**config.mk**
```make
export PLATFORM = sky130hd
export DESIGN_NAME = rsp_collector
export DESIGN_NICKNAME = d
export VERILOG_FILES = /design/src/rtl/rsp_collector_pkg.sv /design/src/rtl/rsp_collector_edge_counter.sv /design/src/rtl/rsp_collector.sv
export SDC_FILE = /design/constraint.sdc
export NUM_CORES = 1
export LEC_CHECK = 0
export BUFFER_PORTS_ARGS = -buffer_cell sky130_fd_sc_hd__buf_2
export CAP_MARGIN = 20
export CELL_PAD_IN_SITES_DETAIL_PLACEMENT = 0
export CELL_PAD_IN_SITES_GLOBAL_PLACEMENT = 2
export CORE_UTILIZATION = 34
export CTS_CLUSTER_SIZE = 30
export DETAILED_ROUTE_END_ITERATION = 8
export PLACE_DENSITY_LB_ADDON = 0.05
export SYNTH_ARGS = -nofsm -noshare
export SYNTH_HDL_FRONTEND = slang
export SYNTH_SLANG_ARGS = --single-unit
```
**constraint.sdc**
```tcl
create_clock -name clk -period 2.1 [get_ports clk]
set_input_delay 0.21 -clock clk [delete_from_list [all_inputs] [get_ports clk]]
set_output_delay 0.21 -clock clk [all_outputs]
set_load 0.03 [all_outputs]
```
**src/rtl/rsp_collector_pkg.sv**
```systemverilog
`default_nettype none
// ============================================================================
// Module      : rsp_collector_pkg
// Description : Shared FSM state encoding and default sizing constants for
//               the response collector and the rwc_ctrl-level top.
// Revision    : 1.0 - initial release
// ============================================================================
package rsp_collector_pkg;

  localparam int DEF_RSP_BITS = 32;    // response word width
  localparam int DEF_WINDOW   = 1024;  // measurement round length (cycles)
  localparam int DEF_CNT_W    = 16;    // edge-counter width
  localparam int TIE_W        = 8;     // tie counter width

  typedef enum logic [2:0] {
    S_IDLE       = 3'd0,
    S_WAIT_AVAIL = 3'd1,
    S_MEASURE    = 3'd2,
    S_DECIDE     = 3'd3,
    S_OUTPUT     = 3'd4
  } state_t;

endpackage : rsp_collector_pkg
`default_nettype wire

```
**src/rtl/rsp_collector_edge_counter.sv**
```systemverilog
`default_nettype none
// ============================================================================
// Module      : rsp_edge_counter
// Description : Rising-edge detector feeding a saturating counter.
// Ports       : clk, rst (async, active-low)
//               clear     - zero the counter
//               load_hist - load history register with din (no count)
//               enable    - detect/count edges this cycle
//               din       - level input being watched
//               count     - number of 0->1 transitions seen, saturating
// Revision    : 1.0 - initial release
// ============================================================================
module rsp_edge_counter
  import rsp_collector_pkg::*;
#(
  parameter int CNT_W = DEF_CNT_W
) (
  input  logic             clk,
  input  logic             rst,
  input  logic             clear,
  input  logic             load_hist,
  input  logic             enable,
  input  logic             din,
  output logic [CNT_W-1:0] count
);

  localparam logic [CNT_W-1:0] CNT_MAX = '1;

  logic             r_prev;
  logic [CNT_W-1:0] r_count;

  always_ff @(posedge clk or negedge rst) begin
    if (!rst) begin
      r_prev  <= 1'b0;
      r_count <= '0;
    end else begin
      if (clear) begin
        r_count <= '0;
      end else if (enable && din && !r_prev && (r_count != CNT_MAX)) begin
        r_count <= r_count + CNT_W'(1);
      end
      // Loading history on entry means a level already high is not an edge.
      if (load_hist || enable) begin
        r_prev <= din;
      end
    end
  end

  assign count = r_count;

endmodule : rsp_edge_counter
`default_nettype wire

```
**src/rtl/rsp_collector.sv**
```systemverilog
`default_nettype none
// ============================================================================
// Module      : rsp_collector
// Description : Collects a RSP_BITS-wide response word, one bit per
//               WINDOW-cycle measurement round. Each round compares the
//               number of rsp_write and rsp_clean rising edges; write wins
//               give a 1, otherwise 0 (ties are counted in tie_cnt).
// Ports       : clk, rst (async, active-low)
//               start       - begin a collection (IDLE only)
//               available   - upstream ready; low aborts a running round
//               rsp_write   - write-collision level
//               rsp_clean   - clean-collision level
//               busy        - not IDLE
//               rsp_data    - collected word (LSB first)
//               rsp_valid   - word complete, held until rsp_ready
//               rsp_ready   - consumer accepts the word
//               tie_cnt     - tie-decided rounds, saturating at 255
// Revision    : 1.0 - initial release
// ============================================================================
module rsp_collector
  import rsp_collector_pkg::*;
#(
  parameter int RSP_BITS = DEF_RSP_BITS,
  parameter int WINDOW   = DEF_WINDOW,
  parameter int CNT_W    = DEF_CNT_W
) (
  input  logic                clk,
  input  logic                rst,
  input  logic                start,
  input  logic                available,
  input  logic                rsp_write,
  input  logic                rsp_clean,
  output logic                busy,
  output logic [RSP_BITS-1:0] rsp_data,
  output logic                rsp_valid,
  input  logic                rsp_ready,
  output logic [TIE_W-1:0]    tie_cnt
);

  localparam int IDX_W = (RSP_BITS > 1) ? $clog2(RSP_BITS) : 1;
  localparam int WIN_W = (WINDOW > 1) ? $clog2(WINDOW) : 1;
  localparam logic [IDX_W-1:0] IDX_LAST = IDX_W'(RSP_BITS - 1);
  localparam logic [WIN_W-1:0] WIN_LAST = WIN_W'(WINDOW - 1);
  localparam logic [TIE_W-1:0] TIE_MAX  = '1;

  state_t              r_state;
  state_t              w_state_nxt;
  logic                w_enter;
  logic                w_count_en;
  logic [IDX_W-1:0]    r_bit_idx;
  logic [WIN_W-1:0]    r_win_cnt;
  logic [RSP_BITS-1:0] r_rsp_data;
  logic [TIE_W-1:0]    r_tie_cnt;
  logic [CNT_W-1:0]    w_write_cnt;
  logic [CNT_W-1:0]    w_clean_cnt;

  // --------------------------------------------------------------------------
  // FSM
  // --------------------------------------------------------------------------
  always_ff @(posedge clk or negedge rst) begin
    if (!rst) begin
      r_state <= S_IDLE;
    end else begin
      r_state <= w_state_nxt;
    end
  end

  always_comb begin
    w_state_nxt = r_state;
    w_enter     = 1'b0;
    case (r_state)
      S_IDLE: begin
        if (start) w_state_nxt = S_WAIT_AVAIL;
      end
      S_WAIT_AVAIL: begin
        if (available) begin
          w_state_nxt = S_MEASURE;
          w_enter     = 1'b1;
        end
      end
      S_MEASURE: begin
        // Losing upstream mid-round discards the round; the bit is retried.
        if (!available)                w_state_nxt = S_WAIT_AVAIL;
        else if (r_win_cnt == WIN_LAST) w_state_nxt = S_DECIDE;
      end
      S_DECIDE: begin
        w_state_nxt = (r_bit_idx == IDX_LAST) ? S_OUTPUT : S_WAIT_AVAIL;
      end
      S_OUTPUT: begin
        if (rsp_ready) w_state_nxt = S_IDLE;
      end
      default: w_state_nxt = S_IDLE;
    endcase
  end

  // Edges are counted only in MEASURE cycles that do not abort.
  assign w_count_en = (r_state == S_MEASURE) && available;

  // --------------------------------------------------------------------------
  // Datapath
  // --------------------------------------------------------------------------
  always_ff @(posedge clk or negedge rst) begin
    if (!rst) begin
      r_bit_idx  <= '0;
      r_win_cnt  <= '0;
      r_rsp_data <= '0;
      r_tie_cnt  <= '0;
    end else begin
      case (r_state)
        S_IDLE: begin
          if (start) begin
            r_rsp_data <= '0;
            r_bit_idx  <= '0;
            r_tie_cnt  <= '0;
          end
        end
        S_WAIT_AVAIL: begin
          r_win_cnt <= '0;
        end
        S_MEASURE: begin
          if (available) r_win_cnt <= r_win_cnt + WIN_W'(1);
        end
        S_DECIDE: begin
          r_rsp_data[r_bit_idx] <= (w_write_cnt > w_clean_cnt);
          if ((w_write_cnt == w_clean_cnt) && (r_tie_cnt != TIE_MAX)) begin
            r_tie_cnt <= r_tie_cnt + TIE_W'(1);
          end
          if (r_bit_idx != IDX_LAST) r_bit_idx <= r_bit_idx + IDX_W'(1);
        end
        default: ;
      endcase
    end
  end

  // --------------------------------------------------------------------------
  // Edge counters
  // --------------------------------------------------------------------------
  rsp_edge_counter #(.CNT_W(CNT_W)) u_write_cnt (
    .clk       (clk),
    .rst       (rst),
    .clear     (w_enter),
    .load_hist (w_enter),
    .enable    (w_count_en),
    .din       (rsp_write),
    .count     (w_write_cnt)
  );

  rsp_edge_counter #(.CNT_W(CNT_W)) u_clean_cnt (
    .clk       (clk),
    .rst       (rst),
    .clear     (w_enter),
    .load_hist (w_enter),
    .enable    (w_count_en),
    .din       (rsp_clean),
    .count     (w_clean_cnt)
  );

  assign busy      = (r_state != S_IDLE);
  assign rsp_valid = (r_state == S_OUTPUT);
  assign rsp_data  = r_rsp_data;
  assign tie_cnt   = r_tie_cnt;

endmodule : rsp_collector
`default_nettype wire

```
### Yosys cells after proc, flatten, opt, wreduce, memory -nomap -nowiden

Cells that the tools add are included.

* bits in latches: 0
* memories kept: 0
* word-level logic and storage cells: 84
* output and inout port bits: 42
* memory bits (read-only): 0
* register bits: 92
* bits in writable memories: 0
* input port bits: 7

* bitwise gates (word level): 0
* shifts and indexed selects: 0
* add/subtract/negate cells: 5
* magnitude comparators: 3
* divide/modulo/power cells: 0
* eq/ne operators: 18
* multipliers: 0
* reduce and logical (&&, ||, !) cells: 23
* mux-type cells: 26

Operators by type and width (count)
* 2-to-1 mux 16 bit: 4
* one-hot mux 32 bit (2 select lines): 1
* adder 16 x 1 -> 16 bit (second input constant): 2
* bitwise mux 32 bit: 1
* 2-to-1 mux 32 bit: 1
* != test 16 bit (second input constant): 2
* one-hot mux 10 bit (2 select lines): 1
* 2-to-1 mux 3 bit: 6
* equality test 16 bit: 1
* greater-than comparator 16 bit: 1
* 2-to-1 mux 8 bit: 2
* one-hot mux 8 bit (2 select lines): 1
* one-hot mux 3 bit (5 select lines): 1
* adder 10 x 1 -> 10 bit (second input constant): 1
* equality test 10 bit (second input constant): 1
* 2-to-1 mux 10 bit: 1
* 2-to-1 mux 5 bit: 2
* != test 2 bit (second input constant): 5
* one-hot mux 5 bit (2 select lines): 1
* logical AND 1 bit: 9
* adder 8 x 1 -> 8 bit (second input constant): 1
* != test 8 bit (second input constant): 1
* nonzero test 2 bit: 4
* equality test 3 x 2 -> 1 bit (second input constant): 2
* other kinds (18): 23

### Longest topological paths before layout

Gate-level depths: netlist of run 1.

* depth in word-level cells: 7
* mapped depth: 9
* gate-level depth less buffers: 8

### Hierarchy

A second synthesis of run 1 with hierarchy kept.

* cell total of the unflattened synthesis: 568
* area total of the unflattened synthesis: 5325.1 um^2

Modules (own cells, without submodules)
* rsp_collector: instances 1, seq. area each 1451.4 um^2, cells each 358, area each 3258.1 um^2
* rsp_edge_counter: instances 2, seq. area each 425.4 um^2, cells each 105, area each 1033.5 um^2

### Worst setup path after synthesis of run 1

No wires, ideal clock.

* path kind: register to register
* from: register u_write_cnt.r_count[11] (netlist: u_write_cnt.count[11])
* to: register r_rsp_data[14] (netlist: rsp_data[14])
* arrival: 2.020 ns
* clock period less this slack: 2.158 ns
* path slack: -0.058 ns
* stages on the path, launching flop included: 9
* buffers on the path: 2
* data required time: 1.962 ns
* cells stage by stage: dfrtp_1 > ha_1 > a21oi_1 > o21a_1 > buf_2 > inv_1 > o31ai_1 > buf_2 > o22ai_1

* word-level cells in the longest chain between the ends: 3

RTL lines
* start, declared: line rsp_collector_edge_counter.sv:30 `logic [CNT_W-1:0] r_count;`
* start signal, assigned: line rsp_collector_edge_counter.sv:40 `r_count <= r_count + CNT_W'(1);`
* greater-than comparator 16 bit: line rsp_collector.sv:124 `r_rsp_data[r_bit_idx] <= (w_write_cnt > w_clean_cnt);`
* bitwise mux 32 bit: line rsp_collector.sv:124
* one-hot mux 32 bit (2 select lines): line rsp_collector.sv:109 `case (r_state)`
* end signal, assigned by index: line rsp_collector.sv:124
* end, declared: line rsp_collector.sv:52 `logic [RSP_BITS-1:0] r_rsp_data;`

No other way between the ends.
A chain may end at the register's enable or synchronous reset.

### Worst setup path after layout of run 1

* from: register u_write_cnt.r_count[15] (netlist: u_write_cnt.count[15])
* to: register r_rsp_data[1] (netlist: rsp_data[1])

The elaborated chain is that of the path after synthesis.

==> key figures, run 1 <==
Drt
  • Drc violations: 0
  • Detailed-route via count: 5,133
  • DRT iter0 DRCs: 340
  • Post-Route WL: 16,100 µm
  • Routed Antenna Nets: 0
  • Drt wl/cell: 16.9 µm
  • DRT Pass-1 Iters: 4
  • Post-DR vias/cell: 5.36

Floorplanning
  • Std cell rows: 46
  • Initial core utilization: 35.3%
  • DIE HEIGHT: 131 µm
  • DIE WIDTH: 131 µm
  • Die area: 17,200 µm²
  • Core ar.: 16,100 µm²
  • Ports: 49

Setup path
  • Crit path DAT: 2350 ps
  • CP Data Required Time: 2320 ps
  • Critical path's top delay family: buffers and inverters
  • Slowest cell delay on critical path: 410 ps
  • Startpoint types: flop
  • Crit end category: flop
  • CP dominant cell by count: buf_4
  • Critical Path, Cell by Cell: ha_4 > nand4_1 > buf_4 > nor4_4 > buf_4 > a21oi_4 > clkbuf_16 > a21oi_2 > o311ai_1
  • Crit-path max FO: 6
  • WP buf/inv: 3
  • CP Class: reg2reg
  • Critical path's slowest cell: dfrtp_1

Timing
  • Final hold violations: 0
  • Slew Limit Fails: 0
  • Fmax: 468 MHz
  • Slew @ Worst Pin: 667 ps
  • Post-layout min period: 2140 ps
  • Final Cycle Share: 102%
  • Final Skew: 8.55 ps
  • Setup WS post-layout: -37.6 ps
  • Slew headroom: 55.5%
  • RSZ-0062 raised after global routing: true
  • # setup viols final: 11
  • Hold WS: 69.1 ps

Clock network
  • Num Clock Sinks: 92
  • Num CTS Buffers: 9
  • Reg clk slew, reported paths: 70 ps
  • Clock root cell: clkbuf_16
  • TritonCTS clock tree: yes
  • Clk buf depth: 2
  • H-Tree Depth: 3
  • Clk_lat worst skew: 350 ps

Cells and area
  • Finished Cell Area: 7320 µm²
  • N_diodes: 0
  • Final core utilization: 45.6%
  • Nets: 770
  • Layout cells sized above 1: 27.0%
  • FF/Latch Area: 2300 µm²
  • FILL cells: 1,581
  • Synthesis-to-layout area growth: 29.1%
  • Multi-input logic area: 3300 µm²
  • Final non-filler cell total: 958

Yosys
  • Sequential share of the synthesized area: 40.6%
  • Distinct cells, synth: 65
  • Syn_area_per_cell: 8.99 µm²
  • Register bit total from synthesis: 92
  • Post-Syn Instances: 631
  • Largest cells by area after synthesis: dfrtp_1, ha_1, nand3_1
  • Post-synth top area cell: dfrtp_1
  • Synth Flop Type: dfrtp_1
  • Syn Nets: 663
  • Post-synth EDFFs: 0
  • Synthesized area: 5670 µm²
  • Async set-reset flop share out of synthesis: 100%
  • Yosys top cell area share: 40.6%
  • Yosys synthesis warning count: 0

GRT
  • First-pass GRT wire length: 26,100 µm
  • Total GRT Usage: 18.9%
  • Met1 Use GR: 27.5%
  • Overflow after GRT: 0
  • Initial antenna violation count: 0
  • GRT met2 Usage: 28.8%
  • Largest net degree at the start of global routing: 47
  • Met3 Usage GRT: 4.28%
  • GR peak layer: met2
  • Vias in the first global route: 4,923

Placed design
  • Placed cell count: 929
  • Post-DP HPWL: 11,300 µm
  • Cell Area, Placed: 6640 µm²
  • Port Buf Inserts: 48
  • Final Wtd Congestion: 0.777

Pwr
  • Clock share of power: 24.6%
  • Pleak: 0.00339 µW
  • Pint: 3680 µW
  • Combinational share of power: 41.2%
  • Sequential power share: 34.2%
  • Switching portion of total power: 40.3%
  • PwrDens: 840 nW/µm²
  • VDD IR-drop max: 0.602 mV
  • P_sw: 2480 µW

Worst hold path
  • Min-delay worst type: in2reg

Status
  • Failing checks: setup timing
  • Status: finished with violations

Run
  • Max cap viols: 0
==> state kept, by name, summed over array words and instances, names as in the netlist <==
register and cells:
r_bit_idx 5, tie_cnt 8, r_win_cnt 10, rsp_data 32
u_clean_cnt.r_prev 1, u_clean_cnt.count 16, r_state 3, u_write_cnt.count 16
u_write_cnt.r_prev 1
==> worst paths after layout <==
| kind | end | start | cells past startpoint | slack, ps |
|---|---|---|---|---|
| min in group asynchronous | u_write_cnt.count[11]$_DFFE_PN0P_ | rst | 2 | 420 |
| worst min-delay path | r_state[2]$_DFFE_PN0P_ | rsp_ready | 2 | 70 |
| worst max-delay path | rsp_data[1]$_DFFE_PN0P_ | u_write_cnt.count[15]$_DFFE_PN0P_ | 9 | -40 |
| worst max register to register | rsp_data[1]$_DFFE_PN0P_ | u_write_cnt.count[15]$_DFFE_PN0P_ | 9 | -40 |
| max in group asynchronous | r_win_cnt[2]$_DFFE_PN0P_ | rst | 3 | 1010 |
| worst min register to register | u_clean_cnt.r_prev$_DFFE_PN0P_ | u_clean_cnt.r_prev$_DFFE_PN0P_ | 2 | 470 |
==> kinds of logic after synthesis <==
kind of cell | after synthesis | share of synthesized area, %
fa+ha+maj | 25 | 5.52
xor+xnor | 34 | 5.25
flops | 92 | 40.6
mux | 10 | 1.79
simple gates | 261 | 25.7
compound gates | 129 | 15.0
buf+inv | 80 | 6.20
==> layout make-up <==
cell class,instances,area share [%]
Clock buffer,10,3.13
Clock inverter,5,0.410
Inverter,42,2.15
Multi-Input combinational cell,459,45.1
Sequential cell,92,31.4
Tap cell,216,3.69
Timing Repair Buffer,134,14.1
==> power by group through the flow <==
| stage | Sequential, µW | Combinational (µW) | Clock, µW |
|---|---|---|---|
| final | 2100 | 2540 | 1510 |
| after global routing | 2130 | 2760 | 1640 |
| after CTS | 2100 | 2390 | 1560 |
| after detailed placement | 2140 | 2350 | 0 |
| after global placement | 2130 | 2330 | 0 |
| after floorplan | 2210 | 1270 | 0 |
==> through the flow <==
stage / setup slack, ps / TNS [ps] / total power (µW)
4_1_cts: -50.1 / -309 / 6060
2_1_floorplan: -7.75 / -7.75 / 3480
6_report: -37.6 / -191 / 6160
5_1_grt: -110 / -2800 / 6530
3_5_place_dp: -73.4 / -749 / 4490
3_3_place_gp: -1.33 / -1.33 / 4460
==> synth_stat cells (2+ instances only) <==
master	instances
or4_1	3
a22o_1	2
nor3b_1	3
xnor2_1	19
nor4_1	21
nand2_1	30
nand3b_1	5
ha_1	25
a31oi_1	12
o21bai_1	3
and3_1	14
nand4_1	19
dfrtp_1	92
and2_1	4
buf_6	4
clkbuf_1	17
or3_1	3
o31ai_1	6
nor2b_1	3
and4_1	7
and3b_1	4
nand2b_1	3
o211ai_1	3
a211oi_1	2
mux2i_1	9
o21ai_0	23
nor2_1	56
inv_1	42
a21oi_1	40
xor2_1	15
o311ai_0	16
nand3_1	62
buf_2	14
o22ai_1	9
buf_1	2
a21o_1	2
and4_4	2
nor3_1	8
==> routing by layer <==
layer	share of wire, %	wire [µm]	vias to the layer above
li1	-	-	2520
met1	50	8090	2508
met2	45	7280	100
met3	4.2	675	5
met4	0.66	106	0
met5	0	0	-
==> layout by cell type, fill, tap and decap left out, types with 13 or more instances in the layout <==
cell | Yosys | final
and3_1 | 14 | 14
o21ai_0 | 23 | 18
nor2_1 | 56 | 56
buf_4 | 1 | 72
inv_1 | 42 | 40
xor2_1 | 15 | 15
ha_1 | 25 | 22
buf_2 | 14 | 47
nand2_1 | 30 | 29
nor4_1 | 21 | 21
o311ai_1 | 1 | 13
dfrtp_1 | 92 | 92
nand3_1 | 62 | 61
nand4_1 | 19 | 19
xnor2_1 | 19 | 19
a21oi_1 | 40 | 22
==> timing repair <==
item / CTS / global route
buffers inserted: 0 / 9
hold endpoints to repair: 44 / 0
gates resized for setup: 17 / 56
hold buffers: 1 / 0
cloned: 0 / 4
setup endpoints to repair: 31 / 39
pin swaps: 1 / 20
(Power assumes the default switching activity.)
==> run 2: changes to the inputs <==
Settings changed: BUFFER_PORTS_ARGS -buffer_cell sky130_fd_sc_hd__buf_2 to not set, CORE_UTILIZATION 34 to 36, DONT_BUFFER_PORTS set to 1.
==> key figures, run 2 (same netlist as run 1, synthesis figures left out) <==
Clock network
  • Reg clk slew, reported paths: 60 ps (about the same)
  • TritonCTS clock tree: yes
  • H-Tree Depth: 3 (unchanged)
  • Clk buf depth: 2 (unchanged)
  • Clk_lat worst skew: 350 ps (about the same)
  • Num CTS Buffers: 9 (unchanged)
  • Clock root cell: clkbuf_16
  • Hold_buf cts: 3 (+2)
  • Num Clock Sinks: 92 (unchanged)

Setup path
  • Startpoint types: flop
  • Crit end category: flop
  • Critical path's slowest cell: nor4_4
  • Crit path DAT: 2330 ps (-20 ps)
  • CP Data Required Time: 2350 ps (+30 ps)
  • Crit-path max FO: 6 (unchanged)
  • Critical path's top delay family: simple AND/OR/NAND/NOR gates
  • WP buf/inv: 2 (-1)
  • CP Class: reg2reg
  • Critical Path, Cell by Cell: inv_2 > ha_4 > nand4_1 > nor4_4 > buf_6 > nand3_2 > o41ai_2
  • Slowest cell delay on critical path: 390 ps (-20 ps)

GRT
  • Total GRT Usage: 20.3% (+1.4 points)
  • Vias in the first global route: 4,847 (-1.5%)
  • GRT met2 Usage: 30.6% (+1.8 points)
  • Largest net degree at the start of global routing: 93 (+98%)
  • First-pass GRT wire length: 25,800 µm (-1.4%)
  • Overflow after GRT: 0 (unchanged)
  • Met1 Use GR: 29.2% (+1.7 points)
  • GR peak layer: met2
  • Initial antenna violation count: 0 (unchanged)
  • Met3 Usage GRT: 3.43% (-0.85 points)

Drt
  • Post-Route WL: 15,900 µm (-1.6%)
  • Routed Antenna Nets: 0 (unchanged)
  • Post-DR vias/cell: 5.51 (+2.9%)
  • Drc violations: 0 (unchanged)
  • DRT Pass-1 Iters: 5 (+1)
  • DRT iter0 DRCs: 318 (-6.5%)
  • Drt wl/cell: 17.5 µm (+3.7%)
  • Detailed-route via count: 5,011 (-2.4%)

Floorplanning
  • Initial core utilization: 37.0% (+1.7 points)
  • DIE WIDTH: 128 µm (-2.8%)
  • Ports: 49 (unchanged)
  • Die area: 16,300 µm² (-5.5%)
  • DIE HEIGHT: 128 µm (-2.8%)
  • Std cell rows: 45 (-2.2%)
  • Core ar.: 15,300 µm² (-4.6%)

Cells and area
  • N_diodes: 0 (unchanged)
  • Nets: 726 (-5.7%)
  • FF/Latch Area: 2300 µm² (unchanged)
  • FILL cells: 1,511 (-4.4%)
  • Synthesis-to-layout area growth: 24.6%
  • Finished Cell Area: 7070 µm² (-3.5%)
  • Final non-filler cell total: 909 (-5.1%)
  • Layout cells sized above 1: 22.2% (-4.7 points)
  • Multi-input logic area: 3290 µm² (-0.49%)
  • Most frequent cells in the layout: dfrtp_1, buf_4, nand3_1
  • Commonest non-fill, non-tap cell in the layout: dfrtp_1
  • Largest register FFs: 32 (unchanged)

Timing
  • Hold WS: -447 ps (-516 ps)
  • # setup viols final: 0 (-11)
  • Final Skew: 5.99 ps (-2.57 ps)
  • Final hold violations: 92 (+92)
  • Setup TNS: 0 ps (+191 ps)
  • Slew headroom: 60.2% (+4.7 points)
  • Setup WS post-layout: 21.0 ps (+58.6 ps)
  • Final Cycle Share: 99.0% (-2.8 points)
  • Slew @ Worst Pin: 593 ps (-74.6 ps)
  • Slew Limit Fails: 0 (unchanged)
  • Post-layout min period: 2080 ps (-58.6 ps)
  • Fmax: 481 MHz (+2.8%)
  • RSZ-0062 raised after global routing: true

Pwr
  • Combinational share of power: 38.3% (-2.9 points)
  • Design Power: 6090 µW (-1.0%)
  • Sequential power share: 36.1% (+1.9 points)
  • VDD IR-drop max: 0.522 mV (-13%)
  • P_sw: 2410 µW (-2.7%)
  • Switching portion of total power: 39.6% (-0.70 points)
  • Pint: 3680 µW (+0.13%)
  • PwrDens: 862 nW/µm² (+2.6%)
  • Pleak: 0.00314 µW (-7.3%)
  • Clock share of power: 25.6% (+1.0 points)

Worst hold path
  • Min-delay worst type: in2async

Placed design
  • Post-DP HPWL: 10,800 µm (-4.5%)
  • Port Buf Inserts: 0 (-100%)
  • Place WS: -187 ps (-114 ps)
  • Placed cell count: 879 (-5.4%)
  • Final Wtd Congestion: 0.801 (+3.2%)
  • Cell Area, Placed: 6380 µm² (-3.9%)

Run
  • Max cap viols: 0 (unchanged)

Status
  • Failing checks: hold timing
  • Status: finished with violations
==> run 2: changes by cell type in the layout (fill, tap and decap cells not counted), moves of 3 or more <==
cell	before	now
a21oi_2	9	14
a21oi_4	9	2
buf_12	7	4
buf_2	47	0
buf_4	72	76
ha_1	22	19
ha_4	3	6
o311ai_2	4	1
==> run 2: worst register-to-register path, cell delays in order (launching register included) <==
cell	delay, ps
dfrtp_1	360
inv_2	70
ha_4	270
nand4_1	190
nor4_4	390
buf_6	210
nand3_2	160
o41ai_2	340
==> run 2: power by group through the flow <==
stage	registers [µW]	clock network, µW	logic, µW
2_1_floorplan	2210	0	1270
3_3_place_gp	2230	0	1990
3_5_place_dp	2230	0	2010
4_1_cts	2200	1600	2210
5_1_grt	2220	1660	2540
6_report	2200	1560	2330
==> run 2: worst paths after layout <==
path                                                  start                           endpoint  slack [ps]  cells after the start
hold reg to reg              u_clean_cnt.r_prev$_DFFE_PN0P_     u_clean_cnt.r_prev$_DFFE_PN0P_         470                      2
min in group clk                                  available           r_win_cnt[0]$_DFFE_PN0P_          80                      2
setup reg to reg           u_clean_cnt.count[3]$_DFFE_PN0P_             tie_cnt[5]$_DFFE_PN0P_          20                      7
setup / recovery           u_clean_cnt.count[3]$_DFFE_PN0P_             tie_cnt[5]$_DFFE_PN0P_          20                      7
max in group asynchronous                               rst             tie_cnt[4]$_DFFE_PN0P_        2410                      0
hold / removal                                          rst  u_write_cnt.count[11]$_DFFE_PN0P_        -450                      0
==> run 2: layer usage <==
metal  wire [µm]  part of all wire (%)
met1        7780                    49
met2        7160                    45
met3         746                   4.7
met4         203                   1.3
met5           0                     0
==> run 2: what timing repair did <==
item	4_1_cts	5_1_grt
endpoints found under the setup margin	29	38
gates resized for setup	10	60
pin swaps	2	18
setup buffers	5	6
hold endpoints to repair	95	92
gates cloned	1	2
==> run 2: area by class of cell <==
class	count	share of cell area, %
clock buffer	13	3.68
clock inverter	2	0.142
inverter	42	2.23
multi-input combinational	459	46.5
sequential	92	32.6
tap	211	3.74
timing repair buffer	90	11.1
==> run 2: per-stage QoR <==
step	util (%)	hold WS [ps]
floorplan	-	-85.6
global placement	41.6	-81.3
detailed placement	41.7	-82.2
CTS	44.2	-464
global route	46.1	-465
finish	46.1	-447
==> run 3: changes to the inputs <==
==> constraint.sdc (replaced) <==
create_clock -name clk -period 2.1 [get_ports clk]
set_input_delay 0.21 -clock clk [delete_from_list [all_inputs] [get_ports clk]]
set_output_delay 0.21 -clock clk [all_outputs]
set_load 0.02 [all_outputs]
==> key figures, run 3 (same netlist as run 1, synthesis figures left out) <==
GRT
  • Initial antenna violation count: 0 (unchanged)
  • Vias in the first global route: 4,829 (-0.37%)
  • Overflow after GRT: 0 (unchanged)
  • Largest net degree at the start of global routing: 93 (unchanged)
  • First-pass GRT wire length: 25,700 µm (-0.38%)
  • Total GRT Usage: 20.3% (-0.050 points)

Setup path
  • Worst reg2reg path endpoint: rsp_data[28]$_DFFE_PN0P_
  • Critical path's top delay family: simple AND/OR/NAND/NOR gates
  • Crit path DAT: 2310 ps (-20 ps)
  • Reg2reg setup slack: 10 ps (about the same)
  • Reg2reg start: u_clean_cnt.count[5]$_DFFE_PN0P_
  • WP buf/inv: 3 (+1)
  • Startpoint types: flop
  • WP depth: 9 (+2)
  • Worst reg-to-reg path cell count: 9 (+2)
  • Crit-path max FO: 4 (-2)
  • Worst Setup EP: rsp_data[28]$_DFFE_PN0P_
  • CP dominant cell by count: a21oi_4
  • Critical path's slowest cell: nor4_4
  • Crit. Startpoint: u_clean_cnt.count[5]$_DFFE_PN0P_
  • Crit end category: flop
  • CP Data Required Time: 2320 ps (-30 ps)
  • Critical Path, Cell by Cell: inv_1 > ha_1 > nand4_1 > nor4_4 > buf_4 > a21oi_4 > clkbuf_16 > a21oi_4 > o311ai_2
  • CP Class: reg2reg
  • Slowest cell delay on critical path: 370 ps (-20 ps)

Floorplanning
  • Die area: 16,300 µm² (unchanged)
  • Ports: 49 (unchanged)
  • DIE WIDTH: 128 µm (unchanged)
  • Initial core utilization: 37.0% (unchanged)
  • DIE HEIGHT: 128 µm (unchanged)
  • Core ar.: 15,300 µm² (unchanged)
  • Std cell rows: 45 (unchanged)

Timing
  • Final Skew: 6.62 ps (+0.630 ps)
  • Slew headroom: 59.6% (-0.57 points)
  • Hold WS: -449 ps (-2.17 ps)
  • Slew Limit Fails: 0 (unchanged)
  • Slew @ Worst Pin: 601 ps (+8.54 ps)
  • Post-layout min period: 2090 ps (+10.6 ps)
  • RSZ-0062 raised after global routing: true
  • Final hold violations: 92 (unchanged)
  • # setup viols final: 0 (unchanged)
  • Setup TNS: 0 ps (unchanged)
  • Fmax: 479 MHz (-0.51%)
  • Final Cycle Share: 99.5% (+0.50 points)

Drt
  • Met3 routed WL: 635 µm (-15%)
  • Drt wl/cell: 17.8 µm (+1.7%)
  • Uppermost layer routed: met4
  • Detailed-route via count: 5,013 (+0.040%)
  • DRT iter0 DRCs: 302 (-5.0%)
  • Drc violations: 0 (unchanged)
  • M1 WL: 7980 µm (+2.5%)
  • Routed Antenna Nets: 0 (unchanged)
  • Post-Route WL: 16,200 µm (+2.0%)
  • Post-DR vias/cell: 5.50 (-0.29%)
  • DR WL met2: 7390 µm (+3.2%)
  • DRT Pass-1 Iters: 4 (-1)

Clock network
  • Clock root cell: clkbuf_16
  • Reg clk slew, reported paths: 70 ps (about the same)
  • Num Clock Sinks: 92 (unchanged)
  • Hold_buf cts: 3 (unchanged)
  • TritonCTS clock tree: yes
  • Clk buf depth: 2 (unchanged)
  • Clk_lat worst skew: 350 ps (about the same)
  • H-Tree Depth: 3 (unchanged)
  • Num CTS Buffers: 9 (unchanged)

Cells and area
  • Multi-input logic area: 3410 µm² (+3.8%)
  • Synthesis-to-layout area growth: 28.3%
  • Largest register FFs: 32 (unchanged)
  • Most frequent cells in the layout: dfrtp_1, buf_4, nand3_1
  • FILL cells: 1,474 (-2.4%)
  • Finished Cell Area: 7280 µm² (+3.0%)
  • Layout cells sized above 1: 24.1% (+1.9 points)
  • Commonest non-fill, non-tap cell in the layout: dfrtp_1
  • Nets: 728 (+0.28%)
  • N_diodes: 0 (unchanged)
  • FF/Latch Area: 2300 µm² (unchanged)

Pwr
  • Design Power: 6370 µW (+4.5%)
  • VDD IR-drop max: 0.453 mV (-13%)
  • Pleak: 0.00319 µW (+1.7%)
  • PwrDens: 875 nW/µm² (+1.5%)

Worst hold path
  • Min-delay worst type: in2async

Placed design
  • Post-DP HPWL: 10,800 µm (+0.66%)
  • Cell Area, Placed: 6360 µm² (-0.24%)
  • Final Wtd Congestion: 0.800 (-0.14%)
  • Port Buf Inserts: 0 (unchanged)

Status
  • Failing checks: hold timing
  • Status: finished with violations

Run
  • Max cap viols: 0 (unchanged)
run 3: how the worst min path moves through the flow:
stage,endpoint,slack [ps],start
final,u_write_cnt.count[11]$_DFFE_PN0P_,-450,rst
after detailed placement,u_write_cnt.count[9]$_DFFE_PN0P_,-80,rst
after global placement,u_write_cnt.count[9]$_DFFE_PN0P_,-80,rst
after global routing,u_write_cnt.count[11]$_DFFE_PN0P_,-470,rst
after floorplan,r_bit_idx[0]$_DFFE_PN0P_,-90,rst
after CTS,u_write_cnt.count[9]$_DFFE_PN0P_,-460,rst
run 3: layout make-up:
cell class                 instances  share of cell area, %
sequential                        92                   31.6
tap                              211                   3.63
inverter                          42                   2.17
clock inverter                     7                   1.05
multi-input combinational        459                   46.9
timing repair buffer              92                   11.5
clock buffer                       9                   3.10
run 3: timing repair:
item | in CTS | in global routing
setup buffers | 3 | 10
endpoints found under the hold margin | 95 | 92
resized for setup | 12 | 79
gates cloned | 1 | 3
pin swaps | 2 | 29
setup endpoints to repair | 29 | 42
run 3: report_power, final:
group,switching (µW),internal (µW)
clock,763,930
sequential,243,1930
combinational,1490,1010
run 3: per-layer routing:
metal | global-route usage [%] | vias to the layer above
met5 | 0 | -
met4 | 5.95 | 0
met3 | 3.56 | 13
met2 | 31.2 | 92
met1 | 29.0 | 2464
li1 | - | 2444
run 3: through the flow:
step	instances	hold WS [ps]	worst slack [ps]	util, %
after floorplan	631	-85.6	-7.75	-
after global placement	876	-82.3	-441	41.5
after detailed placement	877	-82.3	-274	41.6
after CTS	900	-463	0.327	44.2
after global routing	912	-468	-100	47.5
final	912	-449	10.4	47.5
run 3: worst register-to-register path: stages, from the launching register on:
cell and delay (ps):
dfrtp_1 350, inv_1 60, ha_1 290, nand4_1 170, nor4_4 370, buf_4 210, a21oi_4 80, clkbuf_16 200
a21oi_4 120, o311ai_2 100
